==> config.mk <==
export PLATFORM = sky130hd
export DESIGN_NAME = captura_7seg_binario
export DESIGN_NICKNAME = d
export VERILOG_FILES = /design/src/rtl/captura_7seg_binario.sv
export SDC_FILE = /design/constraint.sdc
export NUM_CORES = 1
export LEC_CHECK = 0
export CORE_UTILIZATION = 50
export CTS_CLUSTER_SIZE = 16
export DETAILED_ROUTE_END_ITERATION = 12
export PLACE_DENSITY = 0.72
export SLEW_MARGIN = 20
export SYNTH_ARGS = -nofsm -noshare
export SYNTH_HDL_FRONTEND = slang
export SYNTH_SLANG_ARGS = --single-unit
==> constraint.sdc <==
create_clock -name i_Clk -period 3.3 [get_ports i_Clk]
set_input_delay 0.66 -clock i_Clk [delete_from_list [all_inputs] [get_ports i_Clk]]
set_output_delay 0.66 -clock i_Clk [all_outputs]
set_load 0.02 [all_outputs]
==> src/rtl/captura_7seg_binario.sv <==
// Recovers a 4-digit hex value from a multiplexed active-low 7-segment bus and hands it out over valid/ready.
// Optional feature macro CAPTURA_BLANCO_EN: accept the all-off pattern as a blank digit and report it on o_Blanco.
module captura_7seg_binario #(
  parameter int ESTABLE = 4
) (
  input  logic        i_Clk,
  input  logic        i_Rst_n,
  input  logic [6:0]  i_Segmentos,
  input  logic [3:0]  i_Anodos,
  input  logic        i_Listo,
  output logic [15:0] o_Valor,
  output logic        o_Valido,
  output logic        o_Error,
  output logic [1:0]  o_Digito_err,
  output logic        o_Desborde,
  output logic [3:0]  o_Blanco
);

  typedef enum logic {ACUM, ENTREGA} estado_t;

  localparam logic [7:0] CNT_CAP = 8'(ESTABLE - 2);
  localparam logic [7:0] CNT_MAX = 8'(ESTABLE);

  logic [6:0] seg_meta_reg, seg_sync_reg, seg_prev_reg;
  logic [3:0] an_meta_reg, an_sync_reg, an_prev_reg;
  logic [7:0] cnt_reg, cnt_next;
  logic       estable, captura;

  always_ff @(posedge i_Clk or negedge i_Rst_n) begin
    if (!i_Rst_n) begin
      seg_meta_reg <= '1;
      seg_sync_reg <= '1;
      seg_prev_reg <= '1;
      an_meta_reg  <= '1;
      an_sync_reg  <= '1;
      an_prev_reg  <= '1;
      cnt_reg      <= '0;
    end else begin
      seg_meta_reg <= i_Segmentos;
      seg_sync_reg <= seg_meta_reg;
      seg_prev_reg <= seg_sync_reg;
      an_meta_reg  <= i_Anodos;
      an_sync_reg  <= an_meta_reg;
      an_prev_reg  <= an_sync_reg;
      cnt_reg      <= cnt_next;
    end
  end

  assign estable = ({seg_sync_reg, an_sync_reg} == {seg_prev_reg, an_prev_reg});

  always_comb begin
    cnt_next = cnt_reg;
    if (!estable)
      cnt_next = '0;
    else if (cnt_reg != CNT_MAX)
      cnt_next = cnt_reg + 8'd1;
  end

  // Fires on the single cycle the counter steps onto ESTABLE-1.
  assign captura = estable && (cnt_reg == CNT_CAP);

  logic       an_ok;
  logic [1:0] idx;

  always_comb begin
    an_ok = 1'b1;
    idx   = 2'd0;
    case (an_sync_reg)
      4'b1110: idx = 2'd0;
      4'b1101: idx = 2'd1;
      4'b1011: idx = 2'd2;
      4'b0111: idx = 2'd3;
      default: an_ok = 1'b0;
    endcase
  end

  logic       glifo_ok;
  logic [3:0] glifo_val;
`ifdef CAPTURA_BLANCO_EN
  logic       glifo_blanco;
`endif

  always_comb begin
    glifo_ok  = 1'b1;
    glifo_val = 4'h0;
`ifdef CAPTURA_BLANCO_EN
    glifo_blanco = 1'b0;
`endif
    case (seg_sync_reg)
      7'b0000001: glifo_val = 4'h0;
      7'b1001111: glifo_val = 4'h1;
      7'b0010010: glifo_val = 4'h2;
      7'b0000110: glifo_val = 4'h3;
      7'b1001100: glifo_val = 4'h4;
      7'b0100100: glifo_val = 4'h5;
      7'b0100000: glifo_val = 4'h6;
      7'b0001111: glifo_val = 4'h7;
      7'b0000000: glifo_val = 4'h8;
      7'b0000100: glifo_val = 4'h9;
      7'b0001000: glifo_val = 4'hA;
      7'b1100000: glifo_val = 4'hB;
      7'b0110001: glifo_val = 4'hC;
      7'b1000010: glifo_val = 4'hD;
      7'b0110000: glifo_val = 4'hE;
      7'b0111000: glifo_val = 4'hF;
`ifdef CAPTURA_BLANCO_EN
      7'b1111111: glifo_blanco = 1'b1;
`endif
      default:    glifo_ok = 1'b0;
    endcase
  end

  logic       escribir, fallo;
  logic [3:0] mask_set;

  assign escribir = captura && an_ok && glifo_ok;
  assign fallo    = captura && an_ok && !glifo_ok;
  assign mask_set = escribir ? (4'b0001 << idx) : 4'b0000;

  logic [15:0] digitos;
  logic [3:0]  blank_vec;

  generate
    for (genvar gi = 0; gi < 4; gi++) begin : g_digito
      logic [3:0] dig_reg;
      always_ff @(posedge i_Clk or negedge i_Rst_n) begin
        if (!i_Rst_n)
          dig_reg <= 4'h0;
        else if (escribir && (idx == 2'(gi)))
          dig_reg <= glifo_val;
      end
      assign digitos[gi*4 +: 4] = dig_reg;
`ifdef CAPTURA_BLANCO_EN
      logic blank_reg;
      always_ff @(posedge i_Clk or negedge i_Rst_n) begin
        if (!i_Rst_n)
          blank_reg <= 1'b0;
        else if (escribir && (idx == 2'(gi)))
          blank_reg <= glifo_blanco;
      end
      assign blank_vec[gi] = blank_reg;
`else
      assign blank_vec[gi] = 1'b0;
`endif
    end
  endgenerate

  estado_t     estado_reg, estado_next;
  logic [3:0]  mask_reg, mask_next;
  logic [15:0] valor_reg, valor_next;
  logic [3:0]  blanco_reg, blanco_next;
  logic        valido_reg, valido_next;
  logic        desborde_reg, desborde_next;
  logic        error_reg;
  logic [1:0]  digito_err_reg;
  logic        limpiar;

  always_ff @(posedge i_Clk or negedge i_Rst_n) begin
    if (!i_Rst_n) begin
      estado_reg     <= ACUM;
      mask_reg       <= '0;
      valor_reg      <= '0;
      blanco_reg     <= '0;
      valido_reg     <= 1'b0;
      desborde_reg   <= 1'b0;
      error_reg      <= 1'b0;
      digito_err_reg <= '0;
    end else begin
      estado_reg   <= estado_next;
      mask_reg     <= mask_next;
      valor_reg    <= valor_next;
      blanco_reg   <= blanco_next;
      valido_reg   <= valido_next;
      desborde_reg <= desborde_next;
      error_reg    <= fallo;
      if (fallo)
        digito_err_reg <= idx;
    end
  end

  always_comb begin
    estado_next   = estado_reg;
    valor_next    = valor_reg;
    blanco_next   = blanco_reg;
    valido_next   = valido_reg;
    desborde_next = desborde_reg;
    limpiar       = 1'b0;
    case (estado_reg)
      ACUM: begin
        if (mask_reg == 4'hF) begin
          valor_next  = digitos;
          blanco_next = blank_vec;
          valido_next = 1'b1;
          limpiar     = 1'b1;
          estado_next = ENTREGA;
        end
      end
      ENTREGA: begin
        // A full mask on the handshake cycle is kept and loaded from ACUM next cycle.
        if (i_Listo) begin
          valido_next = 1'b0;
          estado_next = ACUM;
        end else if (mask_reg == 4'hF) begin
          desborde_next = 1'b1;
          limpiar       = 1'b1;
        end
      end
      default: estado_next = ACUM;
    endcase
    mask_next = (limpiar ? 4'h0 : mask_reg) | mask_set;
  end

  assign o_Valor      = valor_reg;
  assign o_Valido     = valido_reg;
  assign o_Error      = error_reg;
  assign o_Digito_err = digito_err_reg;
  assign o_Desborde   = desborde_reg;
  assign o_Blanco     = blanco_reg;

endmodule

=== Word-level counts from Yosys, hierarchy flattened ===
Index checks and enable logic that the tools add are counted.

* Register bits after elaboration: 83
* Input port bits: 14
* Output and inout port bits: 25
* Logic and storage cells: 84

* $add $sub $neg: 1
* Equality and inequality tests: 29
* Shift operators: 1
* Multiplexer cells: 16
* Bitwise operators: 3
* Reductions and logical operators: 16

{| class="wikitable"
|+ Operator list
! cell !! number
|-
| 4-bit case mux with 15 select lines || 1
|-
| 7-bit by 6-bit equality test with 1-bit output, second input constant || 5
|-
| 7-bit equality test, second input constant || 4
|-
| 4-bit equality test, second input constant || 4
|-
| 8-bit two-way mux || 2
|-
| 16-bit OR reduction || 1
|-
| 7-bit by 3-bit equality test with 1-bit output, second input constant || 2
|-
| 7-bit by 4-bit equality test with 1-bit output, second input constant || 2
|-
| 11-bit equality test || 1
|-
| 8-bit by 1-bit adder with 8-bit output, second input constant || 1
|-
| 8-bit by 2-bit equality test with 1-bit output, second input constant || 1
|-
| 1-bit logical AND || 8
|-
| 4-bit two-way mux || 2
|-
| 8-bit by 3-bit != test with 1-bit output, second input constant || 1
|-
| 7-bit by 1-bit equality test with 1-bit output, second input constant || 1
|-
| 7-bit by 5-bit equality test with 1-bit output, second input constant || 1
|-
| 7-bit zero test || 1
|-
| 1-bit two-way mux || 7
|-
| 1-bit case mux with 2 select lines || 3
|-
| 2-bit case mux with 3 select lines || 1
|-
| 2-bit equality test, second input constant || 2
|-
| 4-bit by 3-bit equality test with 1-bit output, second input constant || 1
|-
| 2-bit != test, second input constant || 2
|-
| 4-bit OR || 1
|-
| 9 further kinds || 11
|}

=== Depth between registers and ports, before layout ===
* Word-level depth: 7
* Gate-level depth with buffers: 7
* Mapped depth without buffers: 6

=== Worst setup path after synthesis ===
Ideal clock, no wire load.

* Path type: reg2reg
* Start point: reg seg_sync_reg[4]
* End point: reg g_digito[0].dig_reg[0]
* Library setup time: 0.128 ns
* Data arrival time: 2.102 ns
* Required time: 3.172 ns
* Setup slack: 1.070 ns
* Stages on the path, launching flop included: 8
* Buffers on the path: 1
* Period minus slack after synthesis: 2.230 ns
* Path through: dfstp_2 -> buf_2 -> xor2_1 -> nor4_2 -> nand3_2 -> a211oi_4 -> nand3_2 -> mux2_1

* Cells in the longest elaborated chain, start to end: 5
* Elaborated cells on any way between the ends: 24
* Those cells by class: eq/ne: 16; mux: 2; reduce/logical: 6

{| class="wikitable"
|+ Ends and longest elaborated chain
! what !! line !! source
|-
| from (decl) || 24 || <nowiki>logic [6:0] seg_meta_reg, seg_sync_reg, seg_prev_reg;</nowiki>
|-
| from (signal assigned) || 40 || <nowiki>seg_sync_reg <= seg_meta_reg;</nowiki>
|-
| 7-bit by 6-bit equality test with 1-bit output, or another cell as far along || 89 || <nowiki>case (seg_sync_reg)</nowiki>
|-
| 16-bit OR reduction (no line) or 1-bit logical AND (tied branches) || -- ||
|-
| 1-bit two-way mux or 1-bit logical AND (tied branches) || 89, 116 ||
|-
| 1-bit logical AND || 116 || <nowiki>assign escribir = captura && an_ok && glifo_ok;</nowiki>
|-
| 1-bit logical AND || 129 || <nowiki>else if (escribir && (idx == 2'(gi)))</nowiki>
|-
| to (signal assigned) || 130 || <nowiki>dig_reg <= glifo_val;</nowiki>
|-
| to (decl) || 125 || <nowiki>logic [3:0] dig_reg;</nowiki>
|}

Parallel ways exist; a longest one is shown, timed or not.
A chain may end at the register's enable or synchronous reset.

=== Worst setup path in the final report ===
* Start point: reg seg_sync_reg[6]
* End point: reg g_digito[2].dig_reg[1]

* Cells in the longest elaborated chain, start to end: 5
* Elaborated cells on any way between the ends: 24
* Those cells by class: eq/ne: 16; mux: 2; reduce/logical: 6

{| class="wikitable"
|+ Ends and longest elaborated chain
! what !! line
|-
| 7-bit by 6-bit equality test with 1-bit output, or another cell as far along || 89
|-
| 16-bit OR reduction (no line) or 1-bit logical AND (tied branches) || --
|-
| 1-bit two-way mux or 1-bit logical AND (tied branches) || 89, 116
|-
| 1-bit logical AND || 116
|-
| 1-bit logical AND || 129
|-
| to (signal assigned) || 130
|-
| to (decl) || 125
|}

Parallel ways exist; a longest one is shown, timed or not.

==> out/metrics.cfg <==
[logic_synthesis]
netlist_area_sq_um=3450
synth_enable_flop_cells=0
synthCells=265
async_flop_share_pct=100
synth.area.top_cells=dfrtp_1 36%, dfstp_2 25%, mux2_2 7.2%, mux2_1 3.9%, xor2_1 3.5%
synth.yosys.seq_area_share_pct=61.3
synth.largest_area_cell=dfrtp_1
synth-seq-cells=83
yosysWarnings=0
synthFlopType=dfrtp_1
yosys.cell_types.count=45
synth_top_area_share_pct=36.2
syn_avg_cell_area_sq_um=13.0

[run_status]
outcome=complete, no violations

[power]
fin_total_pwr_mw=1.92
cellLeakagePower_nw=1.79
power.density_nw_per_um2=476
peakVddDrop_mv=0.284

[timing]
worst_slew_pin_slew_ns=0.718
report.final.hold_viol_count=0
setup_viol=0
rsz0062_at_grt=no
fmax_mhz=408
skew_ns=0.0124
period_minus_slack_ns=2.45
setup-tns-final_ns=0
timing.final.crit_share_pct=74.3
maxSlewHeadroom_pct=52.1
drv_slew=0

[min_path]
hold_class=in -> async

[grt]
grt_max_degree=84
grt_first_pass_wirelength_microns=9780
grt_overflow=0
antenna_found_initial=0
grt_pass1_vias=2020
grt_usage_pct=17.8

[placed_design]
place_hpwl_microns=3770
dp.cells=364
gp_congestion=0.822
port_buffers=34

[clock_tree]
clk-insertion-delay-late_ns=0.35
cts_buffers=9
clk_pin_slew_ns=0.08
clk_path_buf_depth=2
cts.repair.resized=0
cts_hold_buf=0
cts_tree=built
post_cts_buffers=0
cts_max_level=3
clock_sinks=83
cts.root.buffer_cell=clkbuf_8

[critical_path]
worstSetupPathType=reg -> reg
startpoint_type=flop
cp_slowest_cell=dfstp_2
cp_max_fo=15
path_cells=xor2_1 -> nor4_2 -> nand3_2 -> a211oi_4 -> nand3_2 -> mux2_1
r2r-start=seg_sync_reg[6]
crit_arrival_ns=2.68
r2r_setup_slack_ns=0.85
critPathMostFrequentCell=nand3_2
crit_required_ns=3.53
crit_path_end=g_digito[2].dig_reg[1]
end_kind=flop
worst-path-stages=6
r2r_end=g_digito[2].dig_reg[1]
crit_start=seg_sync_reg[6]
cp.buffers_inverters=0
path_delay_family=simple AND/OR/NAND/NOR gates
reg2regPathDepth=6
critPathMaxStageDelay_ns=0.68

[finish]
antennaDiodeCount=0
drive_above_1_share_pct=27.1
stdcell_count=380
areaGrowthSynthToFinish_pct=16.5
nets=315

[floorplanning]
ios=39
num_rows=29
die_w_microns=85.1
start_util_pct=53.2
die_h_microns=85.1
die_area_sq_um=7250
core_sq_um=6490

[detailed_routing]
remaining_drc_errors=0
wire_per_inst_microns=14.5
via_count=2030
firstDrtPassIters=4
wirelength_microns=5520
drt_iter0_drc=98
viasPerCell=5.34
route.antenna.remaining_nets=0

[run]
max_cap_viol_count=0

-- layer usage --
layer  track usage, %  share of wire (%)  up-vias  routed length [microns]
met1             24.3                 49     1019                     2700
met2             26.5                 46       32                     2540
li1                 -                  -      968                        -
met5                0                  0        -                        0
met3             4.28                3.2       11                      175
met4             9.40                2.0        0                      111
-- how the worst min path moves through the flow --
stage | to | slack [ns] | depth (start not counted)
after global routing | seg_sync_reg[2] | 0.36 | 0
final | cnt_reg[3] | 0.32 | 1
after detailed placement | an_sync_reg[0] | 0.35 | 0
after CTS | seg_sync_reg[3] | 0.35 | 0
after floorplan | an_sync_reg[0] | 0.35 | 0
after global placement | seg_sync_reg[1] | 0.35 | 0
-- cell type report --
class / count / area [sq um]
clock buffer: 14 / 184
clock inverter: 2 / 16.3
fill: 526 / 2470
inverter: 5 / 18.8
multi-input combinational: 164 / 1240
sequential: 83 / 2120
tap: 77 / 96.3
timing repair buffer: 35 / 349
-- where the power goes --
group,switching [mW],leakage [nW],internal (mW)
clock network,0.342,0.0985,0.364
logic,0.0587,0.655,0.0447
registers,0.0356,1.03,1.07
-- through the flow --
stage | util (%) | worst slack [ns] | instance area [sq um] | hold slack (ns)
final | 62.0 | 0.847 | 4030 | 0.321
after global routing | 62.0 | 0.689 | 4030 | 0.360
after CTS | 61.9 | 0.842 | 4020 | 0.354
after detailed placement | 58.8 | 0.850 | 3820 | 0.347
after global placement | 58.8 | 0.889 | 3820 | 0.345
after floorplan | - | 1.07 | 3470 | 0.345
-- synth_stat cells (all sizes together), types with 4 or more instances --
cell type  count
dfrtp         50
mux2          34
dfstp         33
nor2          18
nand2         15
xor2          14
buf           13
nand3         10
o21ai          8
a21oi          6
inv            5
nand2b         5
xnor2          5
nor3           4
-- cells by family after synthesis --
| family | after synthesis | share of synthesized area [%] |
|---|---|---|
| compound gates | 26 | 5.14 |
| xor+xnor | 19 | 4.82 |
| fa+ha+maj | 3 | 1.09 |
| buf+inv | 21 | 3.04 |
| flops | 83 | 61.3 |
| mux | 35 | 11.4 |
| other cells | 1 | 0.109 |
| simple gates | 77 | 13.1 |
-- cell usage in the layout (no fill, tap or decap), types with 2 or more instances in the layout --
| master | instances |
|---|---|
| nand3b_1 | 3 |
| o21ai_0 | 8 |
| nor4b_1 | 3 |
| xnor2_1 | 5 |
| a21oi_1 | 6 |
| dfstp_2 | 33 |
| clkbuf_8 | 11 |
| mux2_2 | 22 |
| xor2_1 | 14 |
| nor2b_1 | 2 |
| nand3_1 | 5 |
| nor3b_1 | 2 |
| clkbuf_1 | 2 |
| nand3_2 | 5 |
| a21o_1 | 2 |
| nor3_1 | 4 |
| and3_1 | 3 |
| or3b_2 | 2 |
| inv_1 | 5 |
| nor4bb_1 | 2 |
| clkdlybuf4s50_1 | 33 |
| conb_1 | 4 |
| nand2_1 | 15 |
| nor4_2 | 2 |
| nor2_1 | 18 |
| ha_1 | 3 |
| nand2b_1 | 5 |
| mux2_1 | 12 |
| a211oi_1 | 2 |
| dfrtp_1 | 50 |
(Power assumes the default switching activity.)
